==> src/rtl/mul_pkg.sv <==
`default_nettype none
// mul_pkg -- op / signedness encodings shared by the multiplier issue controller.
// Rev 1.0
package mul_pkg;

  typedef enum logic [1:0] {
    OP_MUL    = 2'd0,
    OP_MULH   = 2'd1,
    OP_MULHSU = 2'd2,
    OP_MULHU  = 2'd3
  } mul_op_e;

  localparam logic [1:0] UNS_UU = 2'b00;
  localparam logic [1:0] UNS_SS = 2'b01;
  localparam logic [1:0] UNS_SU = 2'b11;

  localparam int LATENCY_DEF = 4;

  function automatic logic [1:0] op_to_uns(input logic [1:0] op);
    logic [1:0] code;
    case (op)
      OP_MULHSU: code = UNS_SU;
      OP_MULHU:  code = UNS_UU;
      default:   code = UNS_SS;
    endcase
    return code;
  endfunction

  // Only MUL returns the low half of the product.
  function automatic logic op_sel_high(input logic [1:0] op);
    return (op != OP_MUL);
  endfunction

endpackage
`default_nettype wire

==> src/rtl/mul_resp_fifo.sv <==
`default_nettype none
// mul_resp_fifo -- circular result buffer with wrapping pointers and occupancy count.
// Rev 1.0
module mul_resp_fifo #(
  parameter int DEPTH = 4,
  parameter int WIDTH = 37
) (
  input  logic                       clk,
  input  logic                       rst,
  input  logic                       clear,
  input  logic                       push,
  input  logic [WIDTH-1:0]           push_data,
  input  logic                       pop,
  output logic [WIDTH-1:0]           head_data,
  output logic                       empty,
  output logic [$clog2(DEPTH+1)-1:0] count
);

  localparam int PTR_W = (DEPTH > 1) ? $clog2(DEPTH) : 1;
  localparam int CNT_W = $clog2(DEPTH + 1);

  logic [WIDTH-1:0] mem [DEPTH];
  logic [PTR_W-1:0] wptr;
  logic [PTR_W-1:0] rptr;
  logic             full;
  logic             do_pop;
  logic             do_push;

  function automatic logic [PTR_W-1:0] next_ptr(input logic [PTR_W-1:0] p);
    return (p == PTR_W'(DEPTH - 1)) ? '0 : p + 1'b1;
  endfunction

  assign empty   = (count == '0);
  assign full    = (count == CNT_W'(DEPTH));
  assign do_pop  = pop && !empty;
  // A full buffer may still accept a push when its head leaves in the same cycle.
  assign do_push = push && (!full || do_pop);

  always_ff @(posedge clk) begin
    if (rst || clear) begin
      wptr  <= '0;
      rptr  <= '0;
      count <= '0;
    end else begin
      if (do_push) wptr <= next_ptr(wptr);
      if (do_pop)  rptr <= next_ptr(rptr);
      case ({do_push, do_pop})
        2'b10:   count <= count + 1'b1;
        2'b01:   count <= count - 1'b1;
        default: count <= count;
      endcase
    end
  end

  always_ff @(posedge clk) begin
    if (do_push) mem[wptr] <= push_data;
  end

  assign head_data = empty ? '0 : mem[rptr];

endmodule
`default_nettype wire

==> src/rtl/mul_issue_ctrl.sv <==
`default_nettype none
// mul_issue_ctrl -- credit-based issue/tracking front end for a fixed-latency multiplier.
// Rev 1.0
module mul_issue_ctrl
  import mul_pkg::*;
#(
  parameter int XLEN    = 32,
  parameter int TAG_W   = 5,
  parameter int LATENCY = LATENCY_DEF,
  parameter int DEPTH   = 4
) (
  input  logic             clk,
  input  logic             rst,
  input  logic             req_valid,
  output logic             req_ready,
  input  logic [1:0]       req_op,
  input  logic [XLEN-1:0]  req_a,
  input  logic [XLEN-1:0]  req_b,
  input  logic [TAG_W-1:0] req_tag,
  output logic             resp_valid,
  input  logic             resp_ready,
  output logic [XLEN-1:0]  resp_data,
  output logic [TAG_W-1:0] resp_tag,
  input  logic             flush,
  output logic             mul_valid,
  output logic [1:0]       mul_is_unsigned,
  output logic [XLEN-1:0]  mul_a,
  output logic [XLEN-1:0]  mul_b,
  input  logic [XLEN-1:0]  mul_r_high,
  input  logic [XLEN-1:0]  mul_r_low
);

  localparam int CNT_W = $clog2(DEPTH + 1);
  localparam int SUM_W = $clog2(DEPTH + LATENCY + 1);

  logic                 accept;
  logic [LATENCY-1:0]   alive;
  logic [LATENCY-1:0]   sel_high;
  logic [TAG_W-1:0]     trk_tag [LATENCY];
  logic [SUM_W-1:0]     inflight;
  logic [CNT_W-1:0]     fifo_count;
  logic                 fifo_empty;
  logic                 fifo_push;
  logic                 fifo_pop;
  logic [XLEN+TAG_W-1:0] fifo_wdata;
  logic [XLEN+TAG_W-1:0] fifo_head;

  always_comb begin
    inflight = '0;
    for (int i = 0; i < LATENCY; i++) begin
      inflight = inflight + SUM_W'(alive[i]);
    end
  end

  // Every op in flight owns a buffer slot, so the multiplier never has to stall.
  assign req_ready       = !flush && ((SUM_W'(fifo_count) + inflight) < SUM_W'(DEPTH));
  assign accept          = req_valid && req_ready;
  assign mul_valid       = accept;
  assign mul_a           = req_a;
  assign mul_b           = req_b;
  assign mul_is_unsigned = op_to_uns(req_op);

  always_ff @(posedge clk) begin
    if (rst || flush) begin
      alive <= '0;
    end else begin
      alive[0] <= accept;
      for (int i = 1; i < LATENCY; i++) begin
        alive[i] <= alive[i-1];
      end
    end
  end

  always_ff @(posedge clk) begin
    sel_high[0] <= op_sel_high(req_op);
    trk_tag[0]  <= req_tag;
    for (int i = 1; i < LATENCY; i++) begin
      sel_high[i] <= sel_high[i-1];
      trk_tag[i]  <= trk_tag[i-1];
    end
  end

  assign fifo_push  = alive[LATENCY-1];
  assign fifo_wdata = {(sel_high[LATENCY-1] ? mul_r_high : mul_r_low), trk_tag[LATENCY-1]};
  assign fifo_pop   = resp_valid && resp_ready;

  mul_resp_fifo #(
    .DEPTH (DEPTH),
    .WIDTH (XLEN + TAG_W)
  ) u_fifo (
    .clk       (clk),
    .rst       (rst),
    .clear     (flush),
    .push      (fifo_push),
    .push_data (fifo_wdata),
    .pop       (fifo_pop),
    .head_data (fifo_head),
    .empty     (fifo_empty),
    .count     (fifo_count)
  );

  assign resp_valid           = !fifo_empty;
  assign {resp_data, resp_tag} = fifo_head;

endmodule
`default_nettype wire

==> config.mk <==
export PLATFORM = sky130hd
export DESIGN_NAME = mul_issue_ctrl
export DESIGN_NICKNAME = d
export VERILOG_FILES = /design/src/rtl/mul_pkg.sv /design/src/rtl/mul_resp_fifo.sv /design/src/rtl/mul_issue_ctrl.sv
export SDC_FILE = /design/constraint.sdc
export NUM_CORES = 1
export LEC_CHECK = 0
export ABC_AREA = 1
export BUFFER_PORTS_ARGS = -buffer_cell sky130_fd_sc_hd__buf_2
export CAP_MARGIN = 25
export CORE_ASPECT_RATIO = 1.75
export CORE_UTILIZATION = 30
export CTS_BUF_LIST = sky130_fd_sc_hd__clkbuf_4
export CTS_CLUSTER_DIAMETER = 30
export CTS_CLUSTER_SIZE = 30
export DETAILED_ROUTE_END_ITERATION = 10
export GPL_TIMING_DRIVEN = 0
export PLACE_DENSITY = 0.54
export REMOVE_ABC_BUFFERS = 1
export SYNTH_ARGS = -nofsm -noshare
export SYNTH_HDL_FRONTEND = slang
export SYNTH_SLANG_ARGS = --single-unit
==> constraint.sdc <==
create_clock -name clk -period 5.1 [get_ports clk]
set_clock_uncertainty 0.05 [all_clocks]
set_input_delay 0 -clock clk [delete_from_list [all_inputs] [get_ports clk]]
set_output_delay 0 -clock clk [all_outputs]
set_load 0.02 [all_outputs]
==> results by group <==
Routing
  • Antenna Violating Nets Remaining: 0
  • Met3 routed WL: 1.730 mm
  • Via Count: 5,476
  • Vias per cell: 4.452
  • Max layer used: met5
  • TritonRoute pass-1 iters: 4
  • Final wirelength: 21.44 mm
  • Drt drc: 0
  • WL met2: 10.07 mm
  • DR WL/cell: 17.43 microns
  • Met1 wire length: 9.370 mm
  • Initial DRC Count: 248

Setup path
  • Critical Path Max Stage Delay: 950 ps
  • CP max FO: 75
  • CP max-delay cell: dfxtp_4
  • Buffers & Inverters on Critical Path: 3
  • Crit path max-delay family: buffers and inverters
  • Worst endpoint required time: 5050 ps
  • Worst setup EP type: primary output
  • Worst Setup Start Kind: flip-flop
  • Worst-path cell chain: inv_2, buf_12, o21ai_0, a21oi_1, buf_2
  • Worst path arrival time: 2970 ps
  • Worst Setup Path Type: reg -> out

Floorplanning
  • Initial Utilization: 30.54%
  • I/O pin count: 246
  • Die H: 216.6 microns
  • Core area: 0.02586 sq mm
  • FP Rows: 78
  • DIE WIDTH: 124.7 microns
  • Die area: 0.02700 sq mm

Power
  • Combinational share of power: 8.6%
  • Pwr Total: 2.662 mW
  • Flop pwr share: 62.1%
  • Psw: 0.6710 mW
  • Leakage: 4.052 nW
  • Clock share of power: 29.3%
  • Peak VDD IR: 0.1496 mV
  • Sw frac: 25.21%
  • Pwr per Cell Area: 262.8 mW/mm^2
  • Int Pwr: 1.991 mW

Global routing
  • First-pass GRT wire length: 31.80 mm
  • Initial antenna violation count: 6
  • Vias in the first global route: 5,173
  • Pin count of the biggest net entering global routing: 76
  • GR Overflow Total: 0
  • Gr usage total: 16.20%

Layout
  • Nets@finish: 1,041
  • P&R area growth vs syn: 28.26%
  • Ratio of cells with drive above 1 in the final layout: 21.79%

Logic synthesis
  • Ys async rst share: 0%
  • Top-count cell post-synth: nand2_1
  • Syn_area_per_cell: 11.33 sq um
  • Unique cell type count in the Yosys netlist: 23
  • Main synth FF type: edfxtp_1
  • Ys Warns: 0
  • Top cells by count, synth: nand2_1 (164), edfxtp_1 (148), nor2_1 (93), buf_4 (74), a21oi_1 (43)
  • Area leader, netlist: edfxtp_1
  • Cell Area, Synth: 0.007898 sq mm
  • Post-synth top area share: 56.27%
  • FF+latch count, synth: 185
  • EDFF count, synth: 148
  • Largest cells by area after synthesis: edfxtp_1 (56%), dfxtp_1 (9.4%), nand2_1 (7.8%), buf_4 (7.0%), nor2_1 (4.4%)
  • Sequential share of the synthesized area: 65.65%
  • Syn Inst Count: 697

STA
  • Final hold violation count: 0
  • RSZ-0062 raised after global routing: false
  • Slew Limit Fails: 0
  • Hold Slack: 208.9 ps
  • Post-layout min period: 3023 ps
  • Setup TNS Final: 0 ps
  • Slew Limit Headroom: 37.79%
  • Worst slew pin tran: 933.2 ps
  • Fmax: 330.8 MHz
  • Setup-failing EPs final: 0
  • Crit share post-route: 59.27%

Place
  • I/O Buffers: 117
  • DP HPWL: 13.70 mm
  • RePlAce Congestion: 0.7233

Clocking
  • Clock Latency Late Sink: 600 ps
  • Post_cts resized: 0
  • Num CTS Buffers: 17
  • CTS tree: done
  • Hold bufs inserted after CTS: 148
  • Clock Sinks: 185
  • Root buffer selected by CTS: clkbuf_4
  • Reg clk slew, reported paths: 160 ps
  • H-tree depth: 4
  • CTS Buffer Depth: 2
  • Setup repair bufs after CTS: 0

Min path
  • Min-Delay Path Class: in -> reg

Run
  • Max cap viols: 0

Outcome
  • Status: completed
-- worst reg2reg max path: cells and delay by family, from the launching register on --
kind	cells	cell delay, ps
buffers and inverters	4	1370
adder cells (fa/ha/maj)	2	430
AND/OR/NAND/NOR	8	730
flip-flops	1	380
-- metrics by stage --
stage	util [%]	cell area, sq um	std cells	setup slack (ps)
2_1_floorplan	-	7211	601	2325
3_3_place_gp	31.69	8197	1038	114.4
3_5_place_dp	32.29	8352	1044	2622
4_1_cts	39.11	10110	1224	1915
5_1_grt	39.13	10120	1226	1779
6_report	39.17	10130	1230	2077
-- worst paths after layout --
kind / startpoint / endpoint / slack (ps) / cells past startpoint
setup / recovery: flip-flop / resp_tag[3] / 2080 / 5
hold / removal: flush / alive[0] / 210 / 5
setup reg to reg: u_fifo.count[0] / u_fifo.count[2] / 2090 / 14
hold reg to reg: trk_tag[1][2] / trk_tag[2][2] / 290 / 0
-- placed cells by master, fill, tap and decap left out, types with 6 or more instances in the layout --
cell type	count
nand2_1	164
dlygate4sd3_1	148
edfxtp_1	148
buf_2	117
nor2_1	89
a21oi_1	43
dfxtp_1	35
mux2_2	30
inv_1	22
o21ai_1	20
o21ai_0	19
clkbuf_4	17
ha_1	8
diode_2	6
inv_6	6
buf_12	6
-- power groups by stage --
stage	registers [mW]	logic, mW	clock network (mW)
6_report	1.65	0.228	0.781
5_1_grt	1.66	0.240	0.865
4_1_cts	1.65	0.223	0.817
3_5_place_dp	1.69	0.0792	0
3_3_place_gp	1.69	0.0774	0
2_1_floorplan	1.68	0.0375	0
-- layout make-up --
type                            instances  area, sq um
Antenna cell                            6        15.01
Clock buffer                           17        127.6
Clock inverter                         15        153.9
Fill cell                            2466        15730
Inverter                               25        93.84
Multi-Input combinational cell        391         1962
Sequential cell                       185         5190
Tap cell                              320        400.4
Timing Repair Buffer                  271         2187
-- cell families (layout without fill, tap and decap cells) --
family          count (synthesis)  in the layout  synth area share, %
flops                         185            185                65.65
simple gates                  267            267                12.93
mux                            32             32                4.563
buf+inv                       121            328                9.886
compound gates                 82             82                5.197
other cells                     0              6                    0
fa+ha+maj                      10             10                1.774
-- state kept, by name (all words and copies together) (netlist names), named ones only --
name          flops
u_fifo.rptr       2
trk_tag          20
alive             4
u_fifo.count      3
u_fifo.wptr       2
sel_high          4
u_fifo.mem      148
-- metal layers --
metal,vias up,track usage (%)
met4,2,5.020
li1,2661,-
met1,2576,20.91
met5,-,0
met3,19,5.628
met2,218,25.40
No activity file was read; power rests on OpenSTA's default activity.
